### config.mk
export PLATFORM = sky130hd
export DESIGN_NAME = bcd_serial_adder
export DESIGN_NICKNAME = d
export VERILOG_FILES = /design/src/rtl/bcd_pkg.sv /design/src/rtl/bcd_digit_add.sv /design/src/rtl/bcd_serial_adder.sv
export SDC_FILE = /design/constraint.sdc
export NUM_CORES = 1
export LEC_CHECK = 0
export ABC_AREA = 0
export BUFFER_PORTS_ARGS = -buffer_cell sky130_fd_sc_hd__buf_4
export CORE_ASPECT_RATIO = 1.75
export CORE_MARGIN = 2
export CORE_UTILIZATION = 31
export DETAILED_ROUTE_END_ITERATION = 7
export PLACE_DENSITY = 0.5
export SLEW_MARGIN = 0
export SYNTH_ARGS = -nofsm -noshare
export SYNTH_HDL_FRONTEND = slang
export SYNTH_HIERARCHICAL = 1
export SYNTH_SLANG_ARGS = --single-unit
### constraint.sdc
create_clock -name clk -period 2.7 [get_ports clk]
set_input_delay 0.54 -clock clk [delete_from_list [all_inputs] [get_ports clk]]
set_output_delay 0.54 -clock clk [all_outputs]
set_load 0.1 [all_outputs]
### src/rtl/bcd_pkg.sv
// Shared constants and state encoding for the digit-serial BCD adder.
package bcd_pkg;

  localparam int DIGIT_W = 4;
  localparam logic [3:0] BCD_MAX  = 4'd9;
  localparam logic [3:0] BCD_CORR = 4'd6;

  typedef enum logic [1:0] {
    IDLE = 2'd0,
    ADD  = 2'd1,
    DONE = 2'd2
  } state_t;

endpackage

### src/rtl/bcd_digit_add.sv
// Single-digit BCD adder with decimal correction and invalid-digit flag.
module bcd_digit_add
  import bcd_pkg::*;
(
  input  logic [3:0] a,
  input  logic [3:0] b,
  input  logic       ci,
  output logic [3:0] s,
  output logic       co,
  output logic       bad
);

  logic [4:0] t;

  // Binary sum is 5 bits wide so out-of-range digits still follow the same rule.
  assign t   = {1'b0, a} + {1'b0, b} + {4'd0, ci};
  assign co  = (t > {1'b0, BCD_MAX});
  assign s   = co ? (t[3:0] + BCD_CORR) : t[3:0];
  assign bad = (a > BCD_MAX) || (b > BCD_MAX);

endmodule

### src/rtl/bcd_serial_adder.sv
// Digit-serial multi-digit BCD adder: one decimal digit per clock, LSD first.
module bcd_serial_adder
  import bcd_pkg::*;
#(
  parameter int NDIG = 4
) (
  input  logic                    clk,
  input  logic                    rst,
  input  logic                    start,
  input  logic [DIGIT_W*NDIG-1:0] A,
  input  logic [DIGIT_W*NDIG-1:0] B,
  input  logic                    CI,
  output logic                    busy,
  output logic                    done,
  output logic [DIGIT_W*NDIG-1:0] S,
  output logic                    C,
  output logic                    err
);

  localparam int W  = DIGIT_W * NDIG;
  localparam int CW = $clog2(NDIG + 1);
  localparam logic [CW-1:0] LAST = CW'(NDIG - 1);

  state_t          state_q, state_d;
  logic            load, step, last;
  logic [W-1:0]    a_q, b_q, sum_q, sum_d;
  logic [CW-1:0]   idx_q;
  logic            carry_q;
  logic            errs_q, errs_d;
  logic [W-1:0]    s_q;
  logic            c_q, err_q;
  logic [3:0]      dig_s;
  logic            dig_co, dig_bad;

  bcd_digit_add u_digit (
    .a  (a_q[DIGIT_W-1:0]),
    .b  (b_q[DIGIT_W-1:0]),
    .ci (carry_q),
    .s  (dig_s),
    .co (dig_co),
    .bad(dig_bad)
  );

  // New digits enter at the top so digit 0 ends up at the bottom after NDIG shifts.
  generate
    if (NDIG == 1) begin : g_one
      assign sum_d = dig_s;
    end else begin : g_many
      assign sum_d = {dig_s, sum_q[W-1:DIGIT_W]};
    end
  endgenerate

  assign errs_d = errs_q | dig_bad;
  assign last   = (idx_q == LAST);

  always_comb begin
    state_d = state_q;
    load    = 1'b0;
    step    = 1'b0;
    unique case (state_q)
      IDLE: begin
        if (start) begin
          load    = 1'b1;
          state_d = ADD;
        end
      end
      ADD: begin
        step = 1'b1;
        if (last) state_d = DONE;
      end
      DONE: begin
        if (start) begin
          load    = 1'b1;
          state_d = ADD;
        end else begin
          state_d = IDLE;
        end
      end
      default: state_d = IDLE;
    endcase
  end

  always_ff @(posedge clk or posedge rst) begin
    if (rst) begin
      state_q <= IDLE;
      a_q     <= '0;
      b_q     <= '0;
      sum_q   <= '0;
      idx_q   <= '0;
      carry_q <= 1'b0;
      errs_q  <= 1'b0;
      s_q     <= '0;
      c_q     <= 1'b0;
      err_q   <= 1'b0;
    end else begin
      state_q <= state_d;
      if (load) begin
        a_q     <= A;
        b_q     <= B;
        carry_q <= CI;
        idx_q   <= '0;
        errs_q  <= 1'b0;
      end else if (step) begin
        a_q     <= a_q >> DIGIT_W;
        b_q     <= b_q >> DIGIT_W;
        sum_q   <= sum_d;
        carry_q <= dig_co;
        errs_q  <= errs_d;
        idx_q   <= idx_q + CW'(1);
        if (last) begin
          s_q   <= sum_d;
          c_q   <= dig_co;
          err_q <= errs_d;
        end
      end
    end
  end

  assign busy = (state_q == ADD);
  assign done = (state_q == DONE);
  assign S    = s_q;
  assign C    = c_q;
  assign err  = err_q;

endmodule
==> metrics, run 1 <==
count of final setup violators 2; # DRC 0; Total Routing Usage GR 0.138; largest net degree at the start of global routing 39; Rel. slew slack 0.433; Final WS setup -18.7 ps; Die X 82.5 um; R2R Setup Slk -20 ps; count of final hold-check violations 0; drt wl/cell 15.5 um; DR vias/cell around 4.8; Synth Instances 278; number of diodes 0; largest family of logic cells by synthesized area multiplexers; final clock skew about 6.3 ps; number of global-route vias before repair 2363; Max-cap violations 0; Distinct cells, synth 34; mux cell area share after synthesis 0.182; largest cells by area after synthesis dfrtp_1 (52%), mux2_1 (9.8%), mux2i_1 (8.1%); synth warn 6; fmax 368 MHz; Initial DRC Count 79; failing checks negative setup slack; post-synthesis average cell area 12.0 um2; Synth Area in Simple Gates 0.0744; Async SR Flop Fraction 1.00; reg-to-reg endpoint S[13]; Row Count 50; Post-Route WL 7420 um; top cell type's share of synthesized area 0.516; Hold Path Class in2async; Routed Antenna Nets 0; hpwl dp 5050 um; Buffers on Ports 55; via count 2311; Worst Setup Start Kind register; Worst-Skew Late Latency 330 ps; Crit. End Element register; Max Slew Vio Count 0; Synth Area in Compound Gates 0.149; ys flop type dfrtp_1; Final Cycle Share 1.01; adder-cell share of the synthesized area 0.0344; FF+latch count, synth 69; Die Y 141 um; Setup CP Type reg2reg; initial antenna violation count 0; Worst EP required 2910 ps; First-pass DRT Iterations 4; H-tree lvl count 3; r2r startpoint a_q[0]; Clock transition at path regs 60 ps; die area 0.0117 mm2; core box area 0.0106 mm2; minimum clock period 2720 ps; final std cells w/o fill 478; CTS root buf clkbuf_16; cell count after placement between 400 and 500; area leader, netlist dfrtp_1; R2R cell count 8; Ports 56; RSZ-0062 raised after global routing true; Worst Tran Pin Value 850 ps; share of cells above drive strength 1 0.313; Worst Path Arrival 2930 ps; fin nets just under 400; Post-Syn Area about 0.0033 mm2; CTS Hold Bufs 0; first-pass GRT wire length 12100 um; Area Growth Syn to Fin 30.6%; Synth Area in XOR/XNOR 0.00524; CTS tree yes; GR Overflow Total 0; status finished, violations left; CTS Buffer Depth 2; Initial Utilization 0.314; EDFF count, synth 0; Clock Sinks 69; sequential element share of the synthesized area 0.516; Worst Path Max Fanout 4; synthesized net count ~320; TritonCTS buffer count 9; gp weighted congestion 0.747
==> cells in the mapped netlist, types with 4 or more instances <==
cell type / number
buf_2: 12
ha_1: 6
inv_1: 6
a211oi_1: 21
a22o_1: 8
dfrtp_1: 69
a21o_1: 5
mux2i_1: 27
mux2_1: 29
o21ai_1: 8
nand3_1: 7
a21oi_1: 24
buf_4: 4
nor2b_1: 25
==> critical path, cell delays in order, from the launching register on <==
cell and delay (ps):
dfrtp_1 400, fa_2 420, fa_2 420, xnor2_4 170
ha_4 170, a31o_4 220, o31ai_4 350, xnor2_1 160
mux2_4 290
==> cells by family after synthesis <==
| logic type | Yosys count |
|---|---|
| AND/OR/NAND/NOR | 41 |
| adder cells (fa/ha/maj) | 8 |
| buffers and inverters | 27 |
| AO/OA/AOI/OAI | 74 |
| flip-flops | 69 |
| multiplexers | 57 |
| XOR/XNOR | 2 |
==> area by class of cell <==
class	count	area (um2)
multi-input combinational	182	1560
clock buffer	9	225
fill	1057	6270
tap	130	163
clock inverter	7	98.8
sequential	69	1730
inverter	7	26.3
timing repair buffer	74	572
==> layout by cell type (no fill, tap or decap), types with 2 or more instances in the layout <==
master / instances
buf_4: 72
dfrtp_1: 69
mux2i_1: 27
nor2b_1: 25
mux2_1: 24
a21oi_1: 24
a211oi_1: 21
clkbuf_16: 9
a22o_1: 8
o21ai_1: 8
nand3_1: 7
a21o_1: 5
mux2_4: 5
ha_1: 5
inv_1: 4
inv_2: 3
nand2b_1: 2
nand2_1: 2
clkinv_4: 2
bufinv_16: 2
o21ai_0: 2
fa_2: 2
==> metrics by stage <==
step	setup WS, ps	cell area [um2]	hold slack, ps	TNS [ps]	util
CTS	3.04	4290	426	0	0.403
floorplan	0.416	3350	448	0	-
detailed placement	-136	3950	469	-769	0.372
global route	-75.7	4370	436	-266	0.411
finish	-18.7	4370	384	-23.2	0.411
global placement	-64.6	3950	461	-272	0.372
==> state kept, by name (all words and copies together), names as in the netlist <==
signal and count:
S 16, a_q 16, b_q 16, sum_q 12
idx_q 3, state_q 2, C 1, carry_q 1
err 1, errs_q 1
==> worst max path at each step <==
stage	end	slack (ps)	start
final	S[13]	-20	a_q[0]
after global routing	S[13]	-80	a_q[0]
after global placement	sum_q[14]	-60	a_q[0]
after floorplan	sum_q[15]	0.4	a_q[0]
after CTS	sum_q[14]	3	carry_q
after detailed placement	sum_q[14]	-140	a_q[0]
==> what timing repair did <==
item                                   CTS  global route
setup buffers                            0             3
pin swaps                                3             7
setup endpoints to repair                7             6
resized for setup                        3            11
endpoints found under the hold margin    0             0
gates cloned                             0             0
==> routing by layer <==
layer  share of wire  track usage  up-vias
li1                -            -     1135
met1            0.43        0.167     1133
met2            0.52        0.232       33
met3           0.027       0.0299       10
met4           0.017       0.0595        0
met5               0            0        -
Power of run 1 is not shown: default switching activity piles up to over one toggle a cycle in this logic, so the estimate is an artifact.
==> run 2, diff against run 1 <==
--- a/config.mk
+++ b/config.mk
@@ -12,6 +12,7 @@
 export CORE_UTILIZATION = 31
 export DETAILED_ROUTE_END_ITERATION = 7
 export PLACE_DENSITY = 0.5
+export RECOVER_POWER = 25
 export SLEW_MARGIN = 0
 export SYNTH_ARGS = -nofsm -noshare
 export SYNTH_HDL_FRONTEND = slang
==> metrics, run 2 (synthesis gave the netlist of run 1 again) <==
via count 2313; largest net degree at the start of global routing 39; Fin Hold WS between 400 and 500 ps; fmax 368 MHz; Buffers on Ports 55; Rel. slew slack -0.00992; count of final hold-check violations 0; DR vias/cell 4.84; number of global-route vias before repair 2363; share of cells above drive strength 1 0.307; Post-Route WL 7390 um; fin nets 387; # DRC 0; gp weighted congestion 0.747; Worst Setup Start Kind register; first-pass GRT wire length 12100 um; Setup CP Type reg2reg; Crit. End Element register; Clock transition at path regs 60 ps; final clock skew about 7 ps; drt wl/cell 15.5 um; CTS Hold Bufs 0; minimum clock period 2720 ps; Hold Path Class in2reg; commonest cells after routing, fill and taps aside buf_4 (70), dfrtp_1 (69), mux2i_1 (27), nor2b_1 (25); TritonCTS buffer count 9; multi-input logic area 0.00156 mm2; Initial Utilization 0.314; CTS root buf clkbuf_16; die area about 0.012 mm2; status finished, violations left; First-pass DRT Iterations 4; Seq. cell area around 0.0017 mm2; Routed Antenna Nets 0; Max Slew Vio Count 38; Fill cells 1056; Ports 56; H-tree lvl count 3; Final WS setup -18.7 ps; Worst Path Max Fanout 4; Die X around 83 um; Worst EP required 2910 ps; RSZ-0062 raised after global routing true; Area Growth Syn to Fin 30.5%; Initial DRC Count 82; number of diodes 0; Worst-Skew Late Latency 330 ps; initial antenna violation count 0; Clock Sinks 69; Total Routing Usage GR 0.138; Final Cycle Share 1.01; Row Count 50; failing checks max-capacitance violations, max-slew violations, negative setup slack; CTS Buffer Depth 2; commonest non-fill, non-tap cell in the layout buf_4; Worst Path Arrival roughly 2900 ps; Die Y roughly 140 um; Layout Utilization 0.410; core box area about 0.011 mm2; dpl cell area 0.00395 mm2; Worst Tran Pin Value ~1500 ps; hpwl dp 5050 um; count of final setup violators 2; CTS tree yes; GR Overflow Total 0; cell area after layout around 0.0044 mm2; Max-cap violations 1
run 2: cell type report:
class,instances,area share
inverters,7,0.00602
multi-input cells,182,0.357
well taps,130,0.0373
repair buffers,74,0.130
clock inverters,7,0.0226
clock buffers,9,0.0516
flip-flops and latches,69,0.396
run 2: path summary, 6_finish.rpt:
path | startpoint | end | slack (ps) | cells past startpoint
min in group asynchronous | rst | a_q[3] | 670 | 2
max in group asynchronous | rst | a_q[1] | 1140 | 2
min | A[12] | a_q[12] | 440 | 2
max | a_q[0] | S[13] | -20 | 8
min reg2reg | sum_q[7] | sum_q[7] | 470 | 1
max reg2reg | a_q[0] | S[13] | -20 | 8
run 2: stage by stage:
stage | setup TNS, ps | setup slack, ps | std cells
after global placement | -272 | -64.6 | 459
final | -23.1 | -18.7 | 478
after detailed placement | -769 | -136 | 459
after floorplan | 0 | 0.416 | 278
after global routing | -266 | -75.7 | 478
after CTS | 0 | 3.04 | 475
run 2: per-layer routing:
metal | share of wire | GRT usage | routed length, um | up-vias
met3 | 0.026 | 0.0299 | 189 | 10
li1 | - | - | - | 1135
met4 | 0.018 | 0.0595 | 130 | 0
met5 | 0 | 0 | 0 | -
met1 | 0.43 | 0.167 | 3180 | 1134
met2 | 0.53 | 0.232 | 3890 | 34
run 2: what timing repair did:
action                     in CTS  in global routing
gates resized for setup         3                 11
setup endpoints to repair       7                  6
pin swaps                       3                  7
setup buffers                   0                  3
run 2: critical path, cell delays in order (launching register included):
cell     delay, ps
dfrtp_1        400
fa_2           420
fa_2           420
xnor2_4        170
ha_4           170
a31o_4         220
o31ai_4        350
xnor2_1        160
mux2_4         290
Power of run 2 is left out for the same reason.
